File: config.mk
export PLATFORM = sky130hd
export DESIGN_NAME = clefia_sbox_arb_flat
export DESIGN_NICKNAME = d
export VERILOG_FILES = /design/src/rtl/clefia_sbox_arb_if.sv /design/src/rtl/clefia_sbox_arb.sv /design/src/flat_wrapper.sv
export SDC_FILE = /design/constraint.sdc
export NUM_CORES = 1
export LEC_CHECK = 0
export BUFFER_PORTS_ARGS = -buffer_cell sky130_fd_sc_hd__buf_2
export CAP_MARGIN = 25
export CORE_ASPECT_RATIO = 2
export CORE_MARGIN = 2
export CORE_UTILIZATION = 30
export CTS_CLUSTER_DIAMETER = 100
export DETAILED_ROUTE_END_ITERATION = 8
export PLACE_DENSITY = 0.62
export SYNTH_ARGS = -nofsm -noshare
export SYNTH_HDL_FRONTEND = slang
export SYNTH_SLANG_ARGS = --single-unit
File: constraint.sdc
create_clock -name clk -period 2.7 [get_ports clk]
set_input_delay 0.54 -clock clk [delete_from_list [all_inputs] [get_ports clk]]
set_output_delay 0.54 -clock clk [all_outputs]
set_load 0.01 [all_outputs]
File: src/rtl/clefia_sbox_arb_if.sv
// Request/result/S-box bundle for the shared CLEFIA S-box scheduler.
// The slave side is the scheduler; the master side holds the two
// requesters, the result consumers and the external S0/S1 lookups.
interface clefia_sbox_arb_if;
    logic [1:0]  rq_valid;
    logic [1:0]  rq_ready;
    logic [31:0] rq_data0;
    logic [31:0] rq_data1;
    logic        rq_fsel0;
    logic        rq_fsel1;
    logic [1:0]  rs_valid;
    logic [1:0]  rs_ready;
    logic [31:0] rs_data0;
    logic [31:0] rs_data1;
    logic [7:0]  sb0_in;
    logic [7:0]  sb1_in;
    logic [7:0]  sb0_out;
    logic [7:0]  sb1_out;

    modport slave (
        input  rq_valid, rq_data0, rq_data1, rq_fsel0, rq_fsel1,
        input  rs_ready, sb0_out, sb1_out,
        output rq_ready, rs_valid, rs_data0, rs_data1, sb0_in, sb1_in
    );

    modport master (
        output rq_valid, rq_data0, rq_data1, rq_fsel0, rq_fsel1,
        output rs_ready, sb0_out, sb1_out,
        input  rq_ready, rs_valid, rs_data0, rs_data1, sb0_in, sb1_in
    );
endinterface

File: src/rtl/clefia_sbox_arb.sv
// Time-multiplexes one S0 and one S1 lookup between two 32-bit requesters.
// Each word takes two lookup cycles (HI: bytes 0-1, LO: bytes 2-3); a new
// grant may land in the LO cycle so back-to-back words issue every 2 cycles.
module clefia_sbox_arb (
    input  logic             clk,
    input  logic             rst,
    clefia_sbox_arb_if.slave bus
);
    typedef enum logic [1:0] {
        IDLE = 2'd0,
        HI   = 2'd1,
        LO   = 2'd2
    } state_t;

    state_t      state_reg;
    state_t      state_next;
    logic        ptr_reg;
    logic [31:0] op_data_reg;
    logic        op_fsel_reg;
    logic        op_owner_reg;
    logic [15:0] hi_bytes_reg;

    logic [31:0] rq_data [2];
    logic [1:0]  rq_fsel;
    logic [1:0]  elig;
    logic [1:0]  slot_valid;
    logic [31:0] slot_data [2];
    logic        arb_open;
    logic        grant_any;
    logic        grant_port;
    logic [7:0]  byte_a;
    logic [7:0]  byte_b;
    logic [7:0]  res_a;
    logic [7:0]  res_b;

    assign rq_data[0] = bus.rq_data0;
    assign rq_data[1] = bus.rq_data1;
    assign rq_fsel    = {bus.rq_fsel1, bus.rq_fsel0};

    // Arbitration is only possible when no word is in flight or the
    // in-flight word is in its last lookup cycle.
    assign arb_open   = (state_reg == IDLE) || (state_reg == LO);
    assign grant_any  = !rst && arb_open && (|elig);
    assign grant_port = (&elig) ? ptr_reg : elig[1];

    assign bus.rq_ready = grant_any ? (grant_port ? 2'b10 : 2'b01) : 2'b00;

    // Byte pair for this lookup cycle; fsel swaps which S-box sees which byte.
    always_comb begin
        byte_a = 8'h00;
        byte_b = 8'h00;
        if (!rst) begin
            case (state_reg)
                HI: begin
                    byte_a = op_data_reg[31:24];
                    byte_b = op_data_reg[23:16];
                end
                LO: begin
                    byte_a = op_data_reg[15:8];
                    byte_b = op_data_reg[7:0];
                end
                default: ;
            endcase
        end
    end

    assign bus.sb0_in = op_fsel_reg ? byte_b : byte_a;
    assign bus.sb1_in = op_fsel_reg ? byte_a : byte_b;
    assign res_a      = op_fsel_reg ? bus.sb1_out : bus.sb0_out;
    assign res_b      = op_fsel_reg ? bus.sb0_out : bus.sb1_out;

    // FSM state register.
    always_ff @(posedge clk) begin
        if (rst) state_reg <= IDLE;
        else     state_reg <= state_next;
    end

    // Next state: a grant always starts HI; LO falls back to IDLE without one.
    always_comb begin
        state_next = state_reg;
        case (state_reg)
            IDLE:    state_next = grant_any ? HI : IDLE;
            HI:      state_next = LO;
            LO:      state_next = grant_any ? HI : IDLE;
            default: state_next = IDLE;
        endcase
    end

    // Operation capture on grant, round-robin pointer, and HI result bytes.
    always_ff @(posedge clk) begin
        if (rst) begin
            ptr_reg      <= 1'b0;
            op_data_reg  <= 32'h0;
            op_fsel_reg  <= 1'b0;
            op_owner_reg <= 1'b0;
            hi_bytes_reg <= 16'h0;
        end else begin
            if (grant_any) begin
                op_data_reg  <= rq_data[grant_port];
                op_fsel_reg  <= rq_fsel[grant_port];
                op_owner_reg <= grant_port;
                ptr_reg      <= ~grant_port;
            end
            if (state_reg == HI) begin
                hi_bytes_reg <= {res_a, res_b};
            end
        end
    end

    for (genvar gi = 0; gi < 2; gi++) begin : g_port
        logic        valid_reg;
        logic [31:0] data_reg;

        assign elig[gi] = bus.rq_valid[gi] && !valid_reg &&
                          !((state_reg != IDLE) && (op_owner_reg == 1'(gi)));

        // Result slot: filled at the owner's LO edge, emptied when consumed.
        always_ff @(posedge clk) begin
            if (rst) begin
                valid_reg <= 1'b0;
                data_reg  <= 32'h0;
            end else if ((state_reg == LO) && (op_owner_reg == 1'(gi))) begin
                valid_reg <= 1'b1;
                data_reg  <= {hi_bytes_reg, res_a, res_b};
            end else if (bus.rs_ready[gi]) begin
                valid_reg <= 1'b0;
            end
        end

        assign slot_valid[gi] = valid_reg;
        assign slot_data[gi]  = data_reg;
    end

    assign bus.rs_valid = slot_valid;
    assign bus.rs_data0 = slot_data[0];
    assign bus.rs_data1 = slot_data[1];
endmodule

File: src/flat_wrapper.sv
// flat-port wrapper written by rule: the top's interface ports become plain ports
module clefia_sbox_arb_flat 
  (clk, rst, bus_rq_valid, bus_rq_data0, bus_rq_data1, bus_rq_fsel0, bus_rq_fsel1, bus_rs_ready, bus_sb0_out, bus_sb1_out, bus_rq_ready, bus_rs_valid, bus_rs_data0, bus_rs_data1, bus_sb0_in, bus_sb1_in);
  clefia_sbox_arb_if bus_i ();
  input  logic clk;
  input  logic rst;
  input wire logic [$bits(bus_i.rq_valid)-1:0] bus_rq_valid;
  input wire logic [$bits(bus_i.rq_data0)-1:0] bus_rq_data0;
  input wire logic [$bits(bus_i.rq_data1)-1:0] bus_rq_data1;
  input wire logic [$bits(bus_i.rq_fsel0)-1:0] bus_rq_fsel0;
  input wire logic [$bits(bus_i.rq_fsel1)-1:0] bus_rq_fsel1;
  input wire logic [$bits(bus_i.rs_ready)-1:0] bus_rs_ready;
  input wire logic [$bits(bus_i.sb0_out)-1:0] bus_sb0_out;
  input wire logic [$bits(bus_i.sb1_out)-1:0] bus_sb1_out;
  output wire logic [$bits(bus_i.rq_ready)-1:0] bus_rq_ready;
  output wire logic [$bits(bus_i.rs_valid)-1:0] bus_rs_valid;
  output wire logic [$bits(bus_i.rs_data0)-1:0] bus_rs_data0;
  output wire logic [$bits(bus_i.rs_data1)-1:0] bus_rs_data1;
  output wire logic [$bits(bus_i.sb0_in)-1:0] bus_sb0_in;
  output wire logic [$bits(bus_i.sb1_in)-1:0] bus_sb1_in;
  assign bus_i.rq_valid = bus_rq_valid;
  assign bus_i.rq_data0 = bus_rq_data0;
  assign bus_i.rq_data1 = bus_rq_data1;
  assign bus_i.rq_fsel0 = bus_rq_fsel0;
  assign bus_i.rq_fsel1 = bus_rq_fsel1;
  assign bus_i.rs_ready = bus_rs_ready;
  assign bus_i.sb0_out = bus_sb0_out;
  assign bus_i.sb1_out = bus_sb1_out;
  assign bus_rq_ready = bus_i.rq_ready;
  assign bus_rs_valid = bus_i.rs_valid;
  assign bus_rs_data0 = bus_i.rs_data0;
  assign bus_rs_data1 = bus_i.rs_data1;
  assign bus_sb0_in = bus_i.sb0_in;
  assign bus_sb1_in = bus_i.sb1_in;
  clefia_sbox_arb u_core (.clk(clk), .rst(rst), .bus(bus_i));
endmodule
==> metrics.txt <==
Worst VDD drop about 0.00037 V; CP Data Arrival Time 2030 ps; sequential-to-total area share from yosys stat a little under half; post-layout util around two fifths; IO Pins between 150 and 200; WHS Path Cells 2; final number of setup-violating endpoints 0; most frequent cells in the layout buf_2 (171), dfxtp_1 (118), nand2_1 (82), nor2_1 (52), a211oi_1 (48); worst hold start bus_rq_data1[7]; clk buf depth 2; grt total ovfl 0; Max Clock Skew around 8.9 ps; FILL cells 1782; FF-to-FF setup slack 460 ps; max-slew violations 0; Placer Congestion between 0.8 and 0.9; syn avg cell area approximately 9.4 sq um; Std-Cell Rows between 60 and 70; Slew headroom about two fifths; Iteration-0 DRC Markers roughly 190; Placed Area about 6200 sq um; dpl hpwl approximately 13000 microns; most common cell after layout, fill and taps aside buf_2; Setup TNS Final 0 ps; Synth area leaders dfxtp_1 (46%), nor4b_2 (8.3%), a211oi_1 (6.9%), a221o_1 (6.3%), nand2_1 (5.9%); Die Ht between 150 and 200 microns; CTS H-tree depth 4; R2R Path Start u_core.state_reg[1]; Final WS setup 129 ps; Syn Nets 647; Tot GR Track Use roughly a fifth; drt drc 0; share of cells above drive strength 1 35.9%; Post-synth EDFFs 0; area of the mapped netlist between 5000 and 6000 sq um; hold slack between 300 and 400 ps; reg2reg path depth 7; pwr/cell area about 770 nW/um^2; Setup CP Type reg -> out; Chip Width a little under 100 microns; P_leak 2.74 nW; initial core utilization a little under a third; worst r2r dst u_core.op_data_reg[16]; Hold Path End u_core.op_data_reg[7]; Max Fclk between 300 and 400 MHz; via count 4670; total CTS buffers 17; vias in the first global route 4625; Hold WC Path Type in -> reg; post-route ant nets 0; Place WS approximately 480 ps; clock sinks 119; Setup Fix Bufs, Post-CTS 0; fin area approximately 6800 sq um; Yosys Warn Count 0; router iterations before antenna repair 4; WL/cell about 19 microns; Post-Synthesis Cells between 500 and 600; clock-pin slew of the registers on the worst-case setup and hold paths around 60 ps; area leader, netlist dfxtp_1; Synth top area share ~46%; worst skew pair latency ~420 ps; DR vias/cell between 5 and 6; prevailing post-synth register cell dfxtp_1; area growth from synthesis to layout 29.9%; crit start category register; Worst Tran Pin Value between 800 and 900 ps; Seq cells post-synth 119; max-cap violations 0; nets@finish 792; first-pass GRT wire length around 27000 microns; CTS tree built; CP Data Required Time 2160 ps; post-synthesis async set-or-reset flop share 0%; total wire length 17400 microns; outcome complete, no violations; period utilization 95.2%; post-layout min period 2570 ps; PortBufs between 150 and 200; RSZ-0062 raised after global routing no; number of antenna violations at the first check in global routing 0; CP max FO 7; ANT cells 0; endpoint class of the critical path output port; Root Driver clkbuf_16; largest net degree at the start of global routing between 80 and 90; Cell variety after synth 36; Die ar. between 15000 and 20000 sq um; total core area approximately 17000 sq um; final hold violation count 0
-- how the worst max path moves through the flow --
| stage | cells past startpoint | from | end | slack (ps) |
|---|---|---|---|---|
| global placement | 7 | u_core.state_reg[0] | u_core.op_data_reg[16] | 520 |
| global route | 6 | u_core.state_reg[0] | bus_rq_ready[0] | 10 |
| detailed placement | 7 | u_core.state_reg[1] | u_core.op_data_reg[16] | 480 |
| finish | 6 | u_core.state_reg[0] | bus_rq_ready[0] | 130 |
| CTS | 7 | u_core.state_reg[0] | bus_sb0_in[5] | 70 |
| floorplan | 8 | u_core.state_reg[0] | bus_rq_ready[0] | 610 |
-- metal layers --
metal	track usage, %	part of all wire [%]
met4	9.72	3.8
met5	0	0
met2	36.3	57
met3	2.68	3.1
met1	19.3	36
-- critical path, stage by stage, from the launching register on --
cell and delay [ps]:
dfxtp_1 360, inv_1 70, ha_1 330, nand2b_4 210, and3_2 220, nor3_1 230, buf_2 190
-- kinds of logic (layout without fill, tap and decap cells) --
| group | Yosys count | in the layout | share of synthesized area (%) |
|---|---|---|---|
| muxes | 16 | 16 | 3.06 |
| DFF | 119 | 119 | 45.6 |
| and+or+nand+nor | 199 | 199 | 22.5 |
| buffers and inverters | 62 | 220 | 5.89 |
| adders and majority gates | 4 | 4 | 0.957 |
| AOI/OAI and AO/OA | 155 | 155 | 22.1 |
-- synthesized netlist by cell type (all sizes together) (4+ instances only) --
| library cell | n |
|---|---|
| a211oi | 48 |
| dfxtp | 119 |
| clkbuf | 25 |
| nand3 | 16 |
| nand2b | 5 |
| a221o | 33 |
| nand2 | 82 |
| nor2 | 52 |
| nor2b | 5 |
| o21ai | 19 |
| a22o | 16 |
| mux2i | 16 |
| buf | 34 |
| ha | 4 |
| nor4b | 33 |
| a21oi | 35 |
-- repair_timing --
action | CTS | global route
setup endpoints to repair | 0 | 13
hold buffers | 0 | 0
endpoints found under the hold margin | 0 | 0
resized for setup | 0 | 1
-- cell type report --
class                           instances  area [sq um]  share of cell area (%)
Multi-Input combinational cell        374          2560                    37.8
Sequential cell                       119          2380                    35.1
Timing Repair Buffer                  185           961                    14.1
Clock buffer                           24           492                    7.24
Tap cell                              210           263                    3.87
Clock inverter                          8           119                    1.75
Inverter                                3          11.3                   0.166
-- report_power, final --
| group | total, W | switching [W] | internal, W | leakage (nW) |
|---|---|---|---|---|
| logic | 0.000801 | 0.000483 | 0.000319 | 1.46 |
| clock network | 0.00235 | 0.000806 | 0.00154 | 0.304 |
| registers | 0.00207 | 0.000157 | 0.00191 | 0.970 |
| total | 0.00522 | 0.00145 | 0.00378 | 2.74 |
-- stage by stage --
step / power [W] / instances
after global routing: 0.00544 / 923
after global placement: 0.00291 / 891
after floorplan: 0.00260 / 555
after CTS: 0.00529 / 923
after detailed placement: 0.00292 / 891
final: 0.00522 / 923
(Power assumes the default switching activity.)
